[src/rtl/fetch_pkg.sv]
// Shared definitions for the instruction fetch aligner: FSM state encodings
// and the RISC-V low-bit pattern that marks a 32-bit instruction.
package fetch_pkg;

    typedef enum logic {
        S_LO = 1'b0,
        S_HI = 1'b1
    } fetchState_e;

    localparam logic [1:0] RVC_LEN32 = 2'b11;

endpackage

[src/rtl/fetch_aligner.sv]
// Instruction fetch aligner with a one-word buffer in front of a read-only I-cache.
// Define RVC_EN to enable 16-bit compressed instructions and word-straddling fetches.
module fetch_aligner
    import fetch_pkg::*;
(
    input  logic        clk,
    input  logic        proc_reset_n,
    input  logic [31:0] core_pc,
    input  logic        core_req,
    input  logic        core_flush,
    output logic [31:0] core_instr,
    output logic        core_instr_valid,
    output logic        core_instr_c,
    output logic        core_stall,
    output logic        ic_read,
    output logic [29:0] ic_addr,
    input  logic [31:0] ic_rdata,
    input  logic        ic_stall
);

    logic        r_bufValid;
    logic [29:0] r_bufAddr;
    logic [31:0] r_bufData;

    logic [29:0] w_fetchAddr;
    logic        w_active;
    logic        w_bufHit;
    logic        w_wordReady;
    logic [31:0] w_word;
    logic        w_unusedPc;

    assign w_unusedPc = ^core_pc[1:0];

`ifdef RVC_EN
    fetchState_e r_state;
    fetchState_e w_nextState;
    logic [15:0] r_hiSave;
    logic [15:0] w_half;
    logic        w_saveHi;

    assign w_fetchAddr = (r_state == S_HI) ? core_pc[31:2] + 30'd1 : core_pc[31:2];
`else
    assign w_fetchAddr = core_pc[31:2];
`endif

    // Reset is folded in so the cache request drops the instant reset asserts.
    assign w_active    = proc_reset_n & core_req & ~core_flush;
    assign w_bufHit    = r_bufValid && (r_bufAddr == w_fetchAddr);
    assign w_wordReady = w_active & (w_bufHit | ~ic_stall);
    assign w_word      = w_bufHit ? r_bufData : ic_rdata;

    assign ic_read    = w_active & ~w_bufHit;
    assign ic_addr    = w_fetchAddr;
    assign core_stall = core_req & ~core_instr_valid;

    always_ff @(posedge clk or negedge proc_reset_n) begin
        if (!proc_reset_n) begin
            r_bufValid <= 1'b0;
            r_bufAddr  <= '0;
            r_bufData  <= '0;
        end else if (ic_read && !ic_stall) begin
            r_bufValid <= 1'b1;
            r_bufAddr  <= ic_addr;
            r_bufData  <= ic_rdata;
        end
    end

`ifdef RVC_EN
    assign w_half = core_pc[1] ? w_word[31:16] : w_word[15:0];

    always_ff @(posedge clk or negedge proc_reset_n) begin
        if (!proc_reset_n) begin
            r_state  <= S_LO;
            r_hiSave <= '0;
        end else begin
            r_state <= w_nextState;
            if (w_saveHi) begin
                r_hiSave <= w_half;
            end
        end
    end

    // A straddling instruction parks its low half in r_hiSave while S_HI fetches the next word.
    always_comb begin
        w_nextState      = r_state;
        w_saveHi         = 1'b0;
        core_instr       = '0;
        core_instr_valid = 1'b0;
        core_instr_c     = 1'b0;
        if (!core_req || core_flush) begin
            w_nextState = S_LO;
        end else if (w_wordReady) begin
            case (r_state)
                S_LO: begin
                    if (w_half[1:0] != RVC_LEN32) begin
                        core_instr       = {16'b0, w_half};
                        core_instr_valid = 1'b1;
                        core_instr_c     = 1'b1;
                    end else if (!core_pc[1]) begin
                        core_instr       = w_word;
                        core_instr_valid = 1'b1;
                    end else begin
                        w_saveHi    = 1'b1;
                        w_nextState = S_HI;
                    end
                end
                S_HI: begin
                    core_instr       = {w_word[15:0], r_hiSave};
                    core_instr_valid = 1'b1;
                    w_nextState      = S_LO;
                end
                default: w_nextState = S_LO;
            endcase
        end
    end
`else
    assign core_instr_c = 1'b0;

    always_comb begin
        core_instr       = '0;
        core_instr_valid = 1'b0;
        if (w_wordReady) begin
            core_instr       = w_word;
            core_instr_valid = 1'b1;
        end
    end
`endif

endmodule

[config.mk]
export PLATFORM = sky130hd
export DESIGN_NAME = fetch_aligner
export DESIGN_NICKNAME = d
export VERILOG_FILES = /design/src/rtl/fetch_pkg.sv /design/src/rtl/fetch_aligner.sv
export SDC_FILE = /design/constraint.sdc
export NUM_CORES = 1
export LEC_CHECK = 0
export ABC_AREA = 1
export CORE_ASPECT_RATIO = 1.2
export CORE_MARGIN = 2
export CORE_UTILIZATION = 47
export DETAILED_ROUTE_END_ITERATION = 8
export PLACE_DENSITY = 0.87
export SLEW_MARGIN = 40
export SYNTH_ARGS = -nofsm -noshare
export SYNTH_HDL_FRONTEND = slang
export SYNTH_SLANG_ARGS = --single-unit
[constraint.sdc]
create_clock -name clk -period 1.77 [get_ports clk]
set_input_delay 0.177 -clock clk [delete_from_list [all_inputs] [get_ports clk]]
set_output_delay 0.177 -clock clk [all_outputs]
set_load 0.05 [all_outputs]
==> impl_metrics.toml <==
[timing]
setup_slack_ns = -0.9961
timing.fmax_mhz = 361.5
slew_headroom_pct = 58.71
grt_setup_unrepaired = "yes"
finalHoldViolCount = 0
final.setup.tns_ns = -57.51
min_period_over_period_pct = 156.3
finalSetupViolations = 98
finClkSkew_ns = 0.01836
tightest_slew_ns = 0.6194
period_minus_slack_ns = 2.766
slew_viol_final = 0

[global_routing]
grt_use_total_pct = 30.38
grt_pass1_vias = 4846
grt_max_degree = 64
grt_pass1_wl_um = 23730
antenna_found_initial = 0
overflow = 0

[setup_path]
r2r-end = "r_bufData[24]"
worst_ep_required_time_ns = 1.59
worstPathMaxFanout = 8
worstSetupPathType = "reg2out"
arrival_ns = 2.59
cp-start-kind = "flip-flop"
reg2reg_from = "r_bufAddr[26]"
end_kind = "output pin"
r2r_slack_ns = -0.57
r2r_cells = 15

[synthesis]
synth_area_leaders = "dfrtp_1 37%, nand2_1 24%, nand4_1 9.3%"
synthFlopType = "dfrtp_1"
synthArstFlopShare_pct = 100.0
avgSynthCellArea_um2 = 6.483
yosysSeqAreaShare_pct = 37.36
syn_inst = 651
yosysTopAreaCell = "dfrtp_1"
yosysWarnings = 0
synth_edf_count = 0
ys_seq_elements = 63
synthTopCellsByCount = "271 x nand2_1, 63 x dfrtp_1, 63 x nand4_1"
synth.net_count = 720
synth_area_um2 = 4220
synth_cell_types = 22
synth_top_area_share_pct = 37.36
yosys.cell_count.top_type = "nand2_1"

[layout]
final_layout_size_suffix_gt1_share_pct = 34.11
finalInstanceArea_um2 = 7692
nets = 881
fin_util_pct = 88.86
syn_to_final_growth_pct = 82.27
antenna_cells = 0

[clock_network]
insertion_delay_ns = 0.35
cts_tree = "done"
h-tree-depth = 3
cts.reportedPaths.clkPinSlew_ns = 0.06
cts_buffers = 9
cts_buffer_depth = 2
cts.sinks = 63
clockRootBuffer = "clkbuf_8"

[detailed_routing]
drt_iter0_drc = 889
viasPerCell = 6.157
wl_per_cell_um = 22.73
drtAntennaViolNets = 0
drt-total-wl_um = 21180
drc = 0
dr_total_vias = 5738
firstDrtPassIters = 7

[hold_path]
min_path_cells = 3
holdPathEnd = "r_bufAddr[0]"
worstHoldStart = "core_pc[2]"
hold_path_class = "in2reg"

[power]
finalPower_mw = 4.798
power_per_cell_area_nw_per_um2 = 623.7
vdd_drop_max_uv = 515.8
p_leak_nw = 3.865

[die]
die_height_um = 107.8
dieArea_um2 = 9757
initial_core_util_pct = 48.75
die_w_um = 90.51
core_um2 = 8657
fp-row-count = 37
ioPinCount = 135

[flow_run]
cap_violations = 0

[run_status]
status = "finished with violations"
violations = "negative setup slack"

[placement]
routabilityCongestion = 0.8351
dp_slack_ns = -0.6098
io_buffers = 131
placedInstanceArea_um2 = 6651
hpwl_um = 9092
==> how the worst max path moves through the flow <==
stage	from	endpoint	slack, ns
floorplan	r_bufAddr[24]	core_stall	-0.12
global placement	core_pc[13]	core_instr[27]	-0.54
detailed placement	core_pc[13]	core_instr[0]	-0.61
CTS	r_bufAddr[24]	core_instr[18]	-0.61
global route	r_bufAddr[28]	core_instr[12]	-1.07
finish	r_bufAddr[26]	core_instr[12]	-1.0
==> worst max-delay path: stages (launching register included) <==
cell and delay [ns]:
dfrtp_1 0.42, inv_1 0.12, nand2_1 0.09, nand2_1 0.08, nand2_1 0.09, nor2_2 0.14
nand2_2 0.12, nor2_4 0.16, buf_6 0.15, clkbuf_16 0.15, nand3_1 0.09, nand2_1 0.10
clkinv_1 0.19, nor2_4 0.17, buf_12 0.15
==> per-layer routing <==
layer / routed length [µm] / track usage, % / vias to the layer above
li1: - / - / 2300
met1: 6485 / 33.60 / 2589
met2: 10120 / 56.34 / 619
met3: 2549 / 5.252 / 230
met4: 2023 / 14.40 / 0
met5: 0 / 0 / -
==> cell usage in the layout (no fill, tap or decap), types with 2 or more instances in the layout <==
cell type          n
nand2_1          226
buf_12            77
nand4_1           63
clkdlybuf4s50_1   63
dfrtp_1           63
inv_1             60
buf_4             47
nor2_4            36
nand2_2           34
nand3_1           31
inv_2             17
clkinv_1          12
nand2_4           11
clkbuf_8          11
buf_6             11
clkbuf_16         10
xnor2_1            6
clkinv_2           6
nor2_1             5
buf_8              4
nor2_2             2
nand2_8            2
a21oi_4            2
nand3_2            2
clkbuf_1           2
bufbuf_16          2
==> cell families (layout without fill, tap and decap cells) <==
group	after synthesis	count (layout)	share of synthesized area, %
compound gates	4	4	0.5931
buf+inv	163	327	18.53
simple gates	414	414	42.19
other cells	1	1	0.08886
xor+xnor	6	6	1.245
flops	63	63	37.36
==> power by group <==
group	internal [mW]	switching [mW]	total (mW)
combinational	0.736	0.953	1.69
clock	0.570	0.578	1.15
sequential	1.71	0.255	1.96
==> stage by stage <==
step	std cells	hold WS, ns
3_5_place_dp	884	0.4152
4_1_cts	904	0.05080
6_report	932	0.3215
3_3_place_gp	884	0.4040
5_1_grt	932	0.3164
2_1_floorplan	651	-0.1186
==> registers in the layout, indices dropped and copies added, names as in the netlist <==
signal and cells:
r_bufData 32, r_bufValid 1, r_bufAddr 30
==> cell type report <==
type | count | area [µm²]
clock buffers | 13 | 158.9
clock inverters | 1 | 5.005
fillers | 323 | 964.7
inverters | 94 | 359.1
multi-input cells | 425 | 2359
flip-flops and latches | 63 | 1577
well taps | 117 | 146.4
repair buffers | 219 | 3088
==> repair_timing <==
item	CTS	global route
endpoints found under the hold margin	0	32
hold buffers	0	1
cloned	4	12
setup endpoints to repair	98	98
buffers inserted	2	16
gates resized for setup	19	95
pin swaps	1	40
(Power assumes the default switching activity.)
